**src/rtl/riscv_csr_pkg.sv**
```systemverilog
// Shared CSR definitions: address map, operation encodings and funct3 decode
// used by both the CSR unit and the control unit.
package riscv_csr_pkg;

  localparam int unsigned XLEN       = 32;
  localparam int unsigned CSR_ADDR_W = 12;
  localparam int unsigned CSR_OP_W   = 2;

  localparam logic [CSR_ADDR_W-1:0] CSR_TOHOST   = 12'h51E;
  localparam logic [CSR_ADDR_W-1:0] CSR_CYCLE    = 12'hC00;
  localparam logic [CSR_ADDR_W-1:0] CSR_CYCLEH   = 12'hC80;
  localparam logic [CSR_ADDR_W-1:0] CSR_INSTRET  = 12'hC02;
  localparam logic [CSR_ADDR_W-1:0] CSR_INSTRETH = 12'hC82;

  typedef enum logic [CSR_OP_W-1:0] {
    CSR_OP_NONE = 2'b00,
    CSR_OP_RW   = 2'b01,
    CSR_OP_RS   = 2'b10,
    CSR_OP_RC   = 2'b11
  } csr_op_e;

  localparam logic [2:0] FUNCT3_CSRRW  = 3'b001;
  localparam logic [2:0] FUNCT3_CSRRS  = 3'b010;
  localparam logic [2:0] FUNCT3_CSRRC  = 3'b011;
  localparam logic [2:0] FUNCT3_CSRRWI = 3'b101;
  localparam logic [2:0] FUNCT3_CSRRSI = 3'b110;
  localparam logic [2:0] FUNCT3_CSRRCI = 3'b111;

  // One decoded CSR request as presented by the execute stage.
  typedef struct packed {
    logic                  en;
    csr_op_e               op;
    logic [CSR_ADDR_W-1:0] addr;
    logic [XLEN-1:0]       wdata;
    logic                  src_is_x0;
  } csr_req_t;

  // Register and immediate forms map to the same operation.
  function automatic csr_op_e funct3_to_op(input logic [2:0] funct3);
    csr_op_e op;
    case (funct3)
      FUNCT3_CSRRW, FUNCT3_CSRRWI: op = CSR_OP_RW;
      FUNCT3_CSRRS, FUNCT3_CSRRSI: op = CSR_OP_RS;
      FUNCT3_CSRRC, FUNCT3_CSRRCI: op = CSR_OP_RC;
      default:                     op = CSR_OP_NONE;
    endcase
    return op;
  endfunction

  function automatic logic funct3_is_imm(input logic [2:0] funct3);
    return funct3[2];
  endfunction

endpackage

```
**src/rtl/csr_counter.sv**
```systemverilog
// Free-running, enable-gated counter with synchronous clear; wraps at all ones.
module csr_counter #(
  parameter int unsigned WIDTH = 64
) (
  input  logic             clk,
  input  logic             rst,
  input  logic             en,
  output logic [WIDTH-1:0] count
);

  logic [WIDTH-1:0] count_inc;

  assign count_inc = count + WIDTH'(1);

  always_ff @(posedge clk) begin
    if (rst) begin
      count <= '0;
    end else if (en) begin
      count <= count_inc;
    end
  end

endmodule

```
**src/rtl/csr_unit.sv**
```systemverilog
// CSR execute unit: csrrw/csrrs/csrrc (and immediate forms), the tohost
// register driving the csr port, and the cycle/instret counters.
module csr_unit
  import riscv_csr_pkg::*;
#(
  parameter logic [XLEN-1:0]       RESET_TOHOST = 32'h0000_0000,
  parameter int unsigned           CNT_WIDTH    = 64,
  parameter logic [CSR_ADDR_W-1:0] TOHOST_ADDR  = CSR_TOHOST
) (
  input  logic                  clk,
  input  logic                  rst,
  input  logic                  csr_en,
  input  logic [CSR_OP_W-1:0]   csr_op,
  input  logic [CSR_ADDR_W-1:0] csr_addr,
  input  logic [XLEN-1:0]       csr_wdata,
  input  logic                  csr_src_is_x0,
  input  logic                  stall,
  input  logic                  retire,
  output logic [XLEN-1:0]       csr_rdata,
  output logic                  csr_illegal,
  output logic [XLEN-1:0]       csr
);

  csr_req_t             req;
  logic [CNT_WIDTH-1:0] cycle_cnt;
  logic [CNT_WIDTH-1:0] instret_cnt;
  logic [XLEN-1:0]      tohost;
  logic [XLEN-1:0]      old_value;
  logic [XLEN-1:0]      new_value;
  logic                 mapped;
  logic                 read_only;
  logic                 we;
  logic                 illegal;
  logic                 tohost_commit;

  assign req = '{
    en:        csr_en,
    op:        csr_op_e'(csr_op),
    addr:      csr_addr,
    wdata:     csr_wdata,
    src_is_x0: csr_src_is_x0
  };

  // Cycle counts every un-reset edge; instret only when a retiring instruction is not stalled.
  csr_counter #(.WIDTH(CNT_WIDTH)) u_cycle (
    .clk   (clk),
    .rst   (rst),
    .en    (1'b1),
    .count (cycle_cnt)
  );

  csr_counter #(.WIDTH(CNT_WIDTH)) u_instret (
    .clk   (clk),
    .rst   (rst),
    .en    (retire & ~stall),
    .count (instret_cnt)
  );

  // Address decode and pre-update read value; high halves are zero-extended for narrow counters.
  always_comb begin
    mapped    = 1'b1;
    read_only = 1'b1;
    old_value = '0;
    case (req.addr)
      TOHOST_ADDR: begin
        read_only = 1'b0;
        old_value = tohost;
      end
      CSR_CYCLE:    old_value = cycle_cnt[XLEN-1:0];
      CSR_CYCLEH:   old_value = XLEN'(cycle_cnt[CNT_WIDTH-1:XLEN]);
      CSR_INSTRET:  old_value = instret_cnt[XLEN-1:0];
      CSR_INSTRETH: old_value = XLEN'(instret_cnt[CNT_WIDTH-1:XLEN]);
      default: begin
        mapped    = 1'b0;
        read_only = 1'b0;
      end
    endcase
  end

  // RS/RC with a zero source are pure reads and never count as writes.
  always_comb begin
    we      = req.en & ((req.op == CSR_OP_RW) | ~req.src_is_x0);
    illegal = req.en & (~mapped | (req.op == CSR_OP_NONE) | (we & read_only));
    case (req.op)
      CSR_OP_RW: new_value = req.wdata;
      CSR_OP_RS: new_value = old_value | req.wdata;
      CSR_OP_RC: new_value = old_value & ~req.wdata;
      default:   new_value = old_value;
    endcase
    tohost_commit = we & ~illegal & ~stall & (req.addr == TOHOST_ADDR);
  end

  always_ff @(posedge clk) begin
    if (rst) begin
      tohost <= RESET_TOHOST;
    end else if (tohost_commit) begin
      tohost <= new_value;
    end
  end

  assign csr_rdata   = req.en ? old_value : '0;
  assign csr_illegal = illegal;
  assign csr         = tohost;

endmodule
```
**config.mk**
```make
export PLATFORM = sky130hd
export DESIGN_NAME = csr_unit
export DESIGN_NICKNAME = d
export VERILOG_FILES = /design/src/rtl/riscv_csr_pkg.sv /design/src/rtl/csr_counter.sv /design/src/rtl/csr_unit.sv
export SDC_FILE = /design/constraint.sdc
export NUM_CORES = 1
export LEC_CHECK = 0
export BUFFER_PORTS_ARGS = -buffer_cell sky130_fd_sc_hd__buf_2
export CAP_MARGIN = 30
export CORE_AREA = 2 2 143 145
export CTS_BUF_LIST = sky130_fd_sc_hd__clkbuf_2 sky130_fd_sc_hd__clkbuf_4 sky130_fd_sc_hd__clkbuf_8
export CTS_CLUSTER_SIZE = 12
export DETAILED_ROUTE_END_ITERATION = 6
export DIE_AREA = 0 0 145 147
export PLACE_DENSITY = 0.74
export SYNTH_ARGS = -nofsm -noshare
export SYNTH_HDL_FRONTEND = slang
export SYNTH_SLANG_ARGS = --single-unit
```
**constraint.sdc**
```tcl
create_clock -name clk -period 2.3 [get_ports clk]
set_input_delay 0.115 -clock clk [delete_from_list [all_inputs] [get_ports clk]]
set_output_delay 0.115 -clock clk [all_outputs]
set_load 0.02 [all_outputs]
```
== After elaboration in Yosys (flattened, before gate mapping) ==
Cells that the tools add are included.
Storage, ports and cells
  flip-flop bits (word level): 160
  latch bits: 0
  memory bits (writable): 0
  ROM bits: 0
  bits of input ports: 52
  output and inout port bits: 65
  logic and storage cells: 38
  memories kept: 0
Operators by class
  $add $sub $neg: 2
  $mul: 0
  divide/modulo/power cells: 0
  order comparisons: 0
  equal/unequal tests: 8
  shift operators: 0
  multiplexer cells: 5
  bitwise logic cells: 17
  reductions and logical operators: 3
Operators by type and width (number)
  32-bit case mux with 5 select lines: 1
  64-bit by 1-bit adder with 64-bit output, second input constant: 2
  32-bit case mux with 3 select lines: 1
  12-bit == test, second input constant: 4
  32-bit AND: 1
  32-bit 2-to-1 mux: 1
  32-bit inverter: 1
  32-bit bitwise OR: 1
  12-bit by 11-bit == test with 1-bit output, second input constant: 1
  1-bit AND: 7
  5-bit OR reduction: 1
  2-bit == test, second input constant: 2
  1-bit inverter: 4
  4-bit OR reduction: 1
  1-bit bitwise OR: 3
  2-bit by 1-bit == test with 1-bit output, second input constant: 1
  2-bit zero test: 1
  1-bit 2-to-1 mux: 2

== Depth between registers and ports, before layout ==
  word-level depth: 11
  gate-level depth with buffers: 9
  mapped depth without buffers: 6

== Modules after synthesis ==
From an unflattened synthesis, not the netlist that was laid out.
Unflattened totals
  cells, all modules: 1191
  area, all modules: 10017.1 sq um
Modules (own cells, without submodules)
  csr_counter: instances 2, cells an instance 347, area each 3027.9 sq um, sequential area each 1281.2 sq um
  csr_unit: instances 1, cells an instance 497, area each 3961.3 sq um, sequential area each 640.6 sq um

== Worst setup path after synthesis ==
OpenSTA, ideal clock, no wires.
  path type: register -> register
  start: register u_instret.count[0]
  end: register u_instret.count[58]
  library setup time: 70 ps
  arrival time: 2337 ps
  data required time: 2230 ps
  path slack: -107 ps
  cell stages (with the launch flop): 9
  buffers on the path: 2
  clock period less this slack: 2407 ps
  path through: dfxtp_1 -> ha_1 -> and3_1 -> nand2_1 -> or4_1 -> clkbuf_1 -> clkbuf_1 -> or4_1 -> a21oi_1
On the way
  word-level cells in the longest chain between the ends: 1
Ends and longest elaborated chain
  from (decl): line csr_counter.sv:8  | output logic [WIDTH-1:0] count
  from (signal assigned): line csr_counter.sv:19  | count <= count_inc;
  64-bit by 1-bit adder with 64-bit output: line csr_counter.sv:13  | assign count_inc = count + WIDTH'(1);
No other way between the ends.
A chain may end at the register's enable or synchronous reset.

== Worst setup path in the final report ==
  start: register u_instret.count[0]
  end: register u_instret.count[40]
Same word-level chain as after synthesis.

==> flow_summary_export.csv <==
group,metric,value,unit
die,core,19840,sq um
synth,synth_flop_cell,"dfxtp_1",
timing,slew_headroom,37.59,%
die,fp.dieH,147,um
grt,overflow,0,
detailed_routing,drtAntennaViolNets,0,
cells_and_area,ff_latch_area,3212,sq um
outcome,violations,"negative setup slack",
timing,holdWs,0.08506,ns
grt,first_global_vias,10280,
power,p_per_area,466.4,nW/um^2
clocking,cts.sinks,160,
setup_path,cp-end-kind,"flip-flop",
timing,finalMaxSlewViolations,0,
synth,ys_warn_count,0,
detailed_routing,dr_total_vias,10970,
synth,yosysUniqueCellTypes,48,
grt,grt_usage,31.30,%
die,ios,117,
timing,finalHoldViolCount,0,
cells_and_area,final_cells,1697,
synth,syn_area,9738,sq um
detailed_routing,viasPerCell,6.464,
cells_and_area,nets,1471,
clocking,insertion_delay,0.48,ns
power,ir_drop,0.0003019,V
detailed_routing,drt-total-wl,34020,um
synth,synth.avg_cell_area,7.917,sq um
detailed_routing,drc,0,
setup_path,start_kind,"flip-flop",
clocking,numCtsBuffers,17,
synth,yosys.area.top_type,"dfxtp_1",
cells_and_area,fin_area,12200,sq um
power,p_leak,4.267,nW
timing,setup_viol,1,
cells_and_area,utilization,61.49,%
placement,placedCellCount,1636,
clocking,cts_max_level,4,
grt,grt_max_degree,85,
cells_and_area,fillCellCount,1721,
cells_and_area,antenna_cells,0,
setup_path,critPathArrivalTime,2.71,ns
clocking,cts_tree,"done",
synth,ys_seq_elements,160,
timing,fmax,432.2,MHz
cells_and_area,drive_above_1_share,21.86,%
clocking,path_clk_slew,0.09,ns
grt,antenna_found_initial,1,
placement,place_congestion,0.9269,
die,die_w,145,um
synth,ys_seq_area_share,32.89,%
cells_and_area,multi_input_area,6160,sq um
worst_hold_path,hold_class,"primary input to flip-flop",
setup_path,critPathKind,"flip-flop to flip-flop",
detailed_routing,wire_per_inst,20.04,um
synth,yosysTopAreaCellShare,32.89,%
timing,fin_skew,0.01194,ns
synth,synth_area_leaders,"dfxtp_1 (33%), nand3_1 (6.8%), nor4_1 (4.8%), or4_1 (3.7%), clkbuf_1 (3.6%)",
setup_path,crit_required,2.70,ns
synth,async_flop_share,0,%
placement,place_area,11330,sq um
cells_and_area,areaGrowthSynthToFinish,25.31,%
timing,fin_crit_sh,100.6,%
timing,fin_crit,2.314,ns
synth,synth-edff-count,0,
placement,port_buffers,116,
clocking,clockBufferDepth,2,
placement,place_hpwl,23130,um
die,start_util,49.07,%
die,rows,52,
timing,setup_slack,-0.01386,ns
detailed_routing,firstDrtPassIters,6,
flow_run,cap_violations,0,
synth,synth_nets,1284,
clocking,cts-root-buf,"clkbuf_8",
outcome,status,"finished with violations",
timing,worstMarginPinSlew,0.9361,ns
detailed_routing,drt_iter0_markers,1249,
grt,grt_pass1_wl,54300,um
die,die_area,21320,sq um
synth,syn_inst,1230,
setup_path,critPathMaxFanout,37,
timing,rsz0062_at_grt,"yes",
## final cells by class
cell class              instances  share of cell area (%)
repair buffers                273                   16.01
inverters                      22                  0.6767
clock inverters                 9                   1.497
multi-input cells             943                   50.48
clock buffers                  20                   2.256
flip-flops and latches        160                   26.32
well taps                     270                   2.768
## worst paths after layout
kind                                           from                   to  slack [ns]  cells past startpoint
worst max-delay path             u_instret.count[0]  u_instret.count[40]       -0.01                      7
worst min-delay path                  csr_wdata[20]              csr[20]        0.09                      4
worst max register to register   u_instret.count[0]  u_instret.count[40]       -0.01                      7
worst min register to register  u_instret.count[62]  u_instret.count[62]        0.52                      2
## repair_timing
| item | 4_1_cts | 5_1_grt |
|---|---|---|
| gates resized for setup | 1 | 19 |
| hold buffers | 30 | 0 |
| endpoints found under the hold margin | 32 | 0 |
| buffers inserted | 0 | 2 |
| pin swaps | 0 | 3 |
| setup endpoints to repair | 1 | 75 |
## power by group
part	switching [mW]	leakage (nW)	total, mW	internal, mW
logic	0.284	2.75	0.456	0.172
clock network	1.09	0.223	2.46	1.36
registers	0.00738	1.29	2.78	2.77
total	1.38	4.27	5.69	4.31
## metrics by stage
stage | worst slack (ns) | TNS [ns] | power (mW)
2_1_floorplan | 0.02373 | 0 | 3.067
3_3_place_gp | -0.003091 | -0.003091 | 3.237
3_5_place_dp | -0.01344 | -0.01928 | 3.244
4_1_cts | 0.009865 | 0 | 5.698
5_1_grt | -0.05142 | -0.1454 | 5.836
6_report | -0.01386 | -0.01386 | 5.692
## synth_stat cells, drive strengths merged, types with 10 or more instances
library cell	number
mux2i	29
nor2b	40
nand4	33
nand2b	30
o21ai	33
a211oi	32
clkbuf	94
a32oi	27
a22o	28
inv	22
xor2	27
nand2	60
dfxtp	160
or3	24
o31ai	41
a21oi	65
buf	11
nor3	12
xnor2	31
or4	48
and3	11
nand3	132
nor2	80
nor4	77
a211o	28
and4	10
## worst max-delay path, stage by stage, from the launching register on
cell and delay (ns):
dfxtp_4 0.39, ha_2 0.18, and3_4 0.22, nand2_2 0.07, or4_4 0.44, buf_12 0.19, or4_1 0.56, a21oi_2 0.18
## kinds of logic after synthesis
kind of cell | synth area share (%)
buffers and inverters | 5.075
xor gates and xnor gates | 5.217
adders and majority gates | 0.2569
muxes | 4.022
AOI/OAI and AO/OA | 19.38
and+or+nand+nor | 33.16
DFF | 32.89
## flip-flops by register name (all words and copies together) (netlist names)
| name | count |
|---|---|
| csr | 32 |
| u_cycle.count | 64 |
| u_instret.count | 64 |
## metal layers
layer	up-vias	track usage [%]	routed length (um)
li1	5061	-	-
met1	5158	40.52	14040
met2	638	49.86	15290
met3	113	8.043	3487
met4	0	12.97	1201
met5	-	0	0
## placed cells by master, fill, tap and decap left out, types with 30 or more instances in the layout
| cell | instances |
|---|---|
| or4_1 | 45 |
| nor4_1 | 70 |
| buf_2 | 115 |
| nand3_1 | 129 |
| buf_4 | 118 |
| a21oi_1 | 63 |
| o21ai_0 | 33 |
| nand2_1 | 59 |
| dlygate4sd3_1 | 30 |
| nor2_1 | 80 |
| nand2b_1 | 30 |
| o31ai_1 | 41 |
| nor2b_1 | 38 |
| dfxtp_1 | 157 |
| nand4_1 | 33 |
| a211oi_1 | 32 |
| xnor2_1 | 31 |
(Power assumes the default switching activity.)
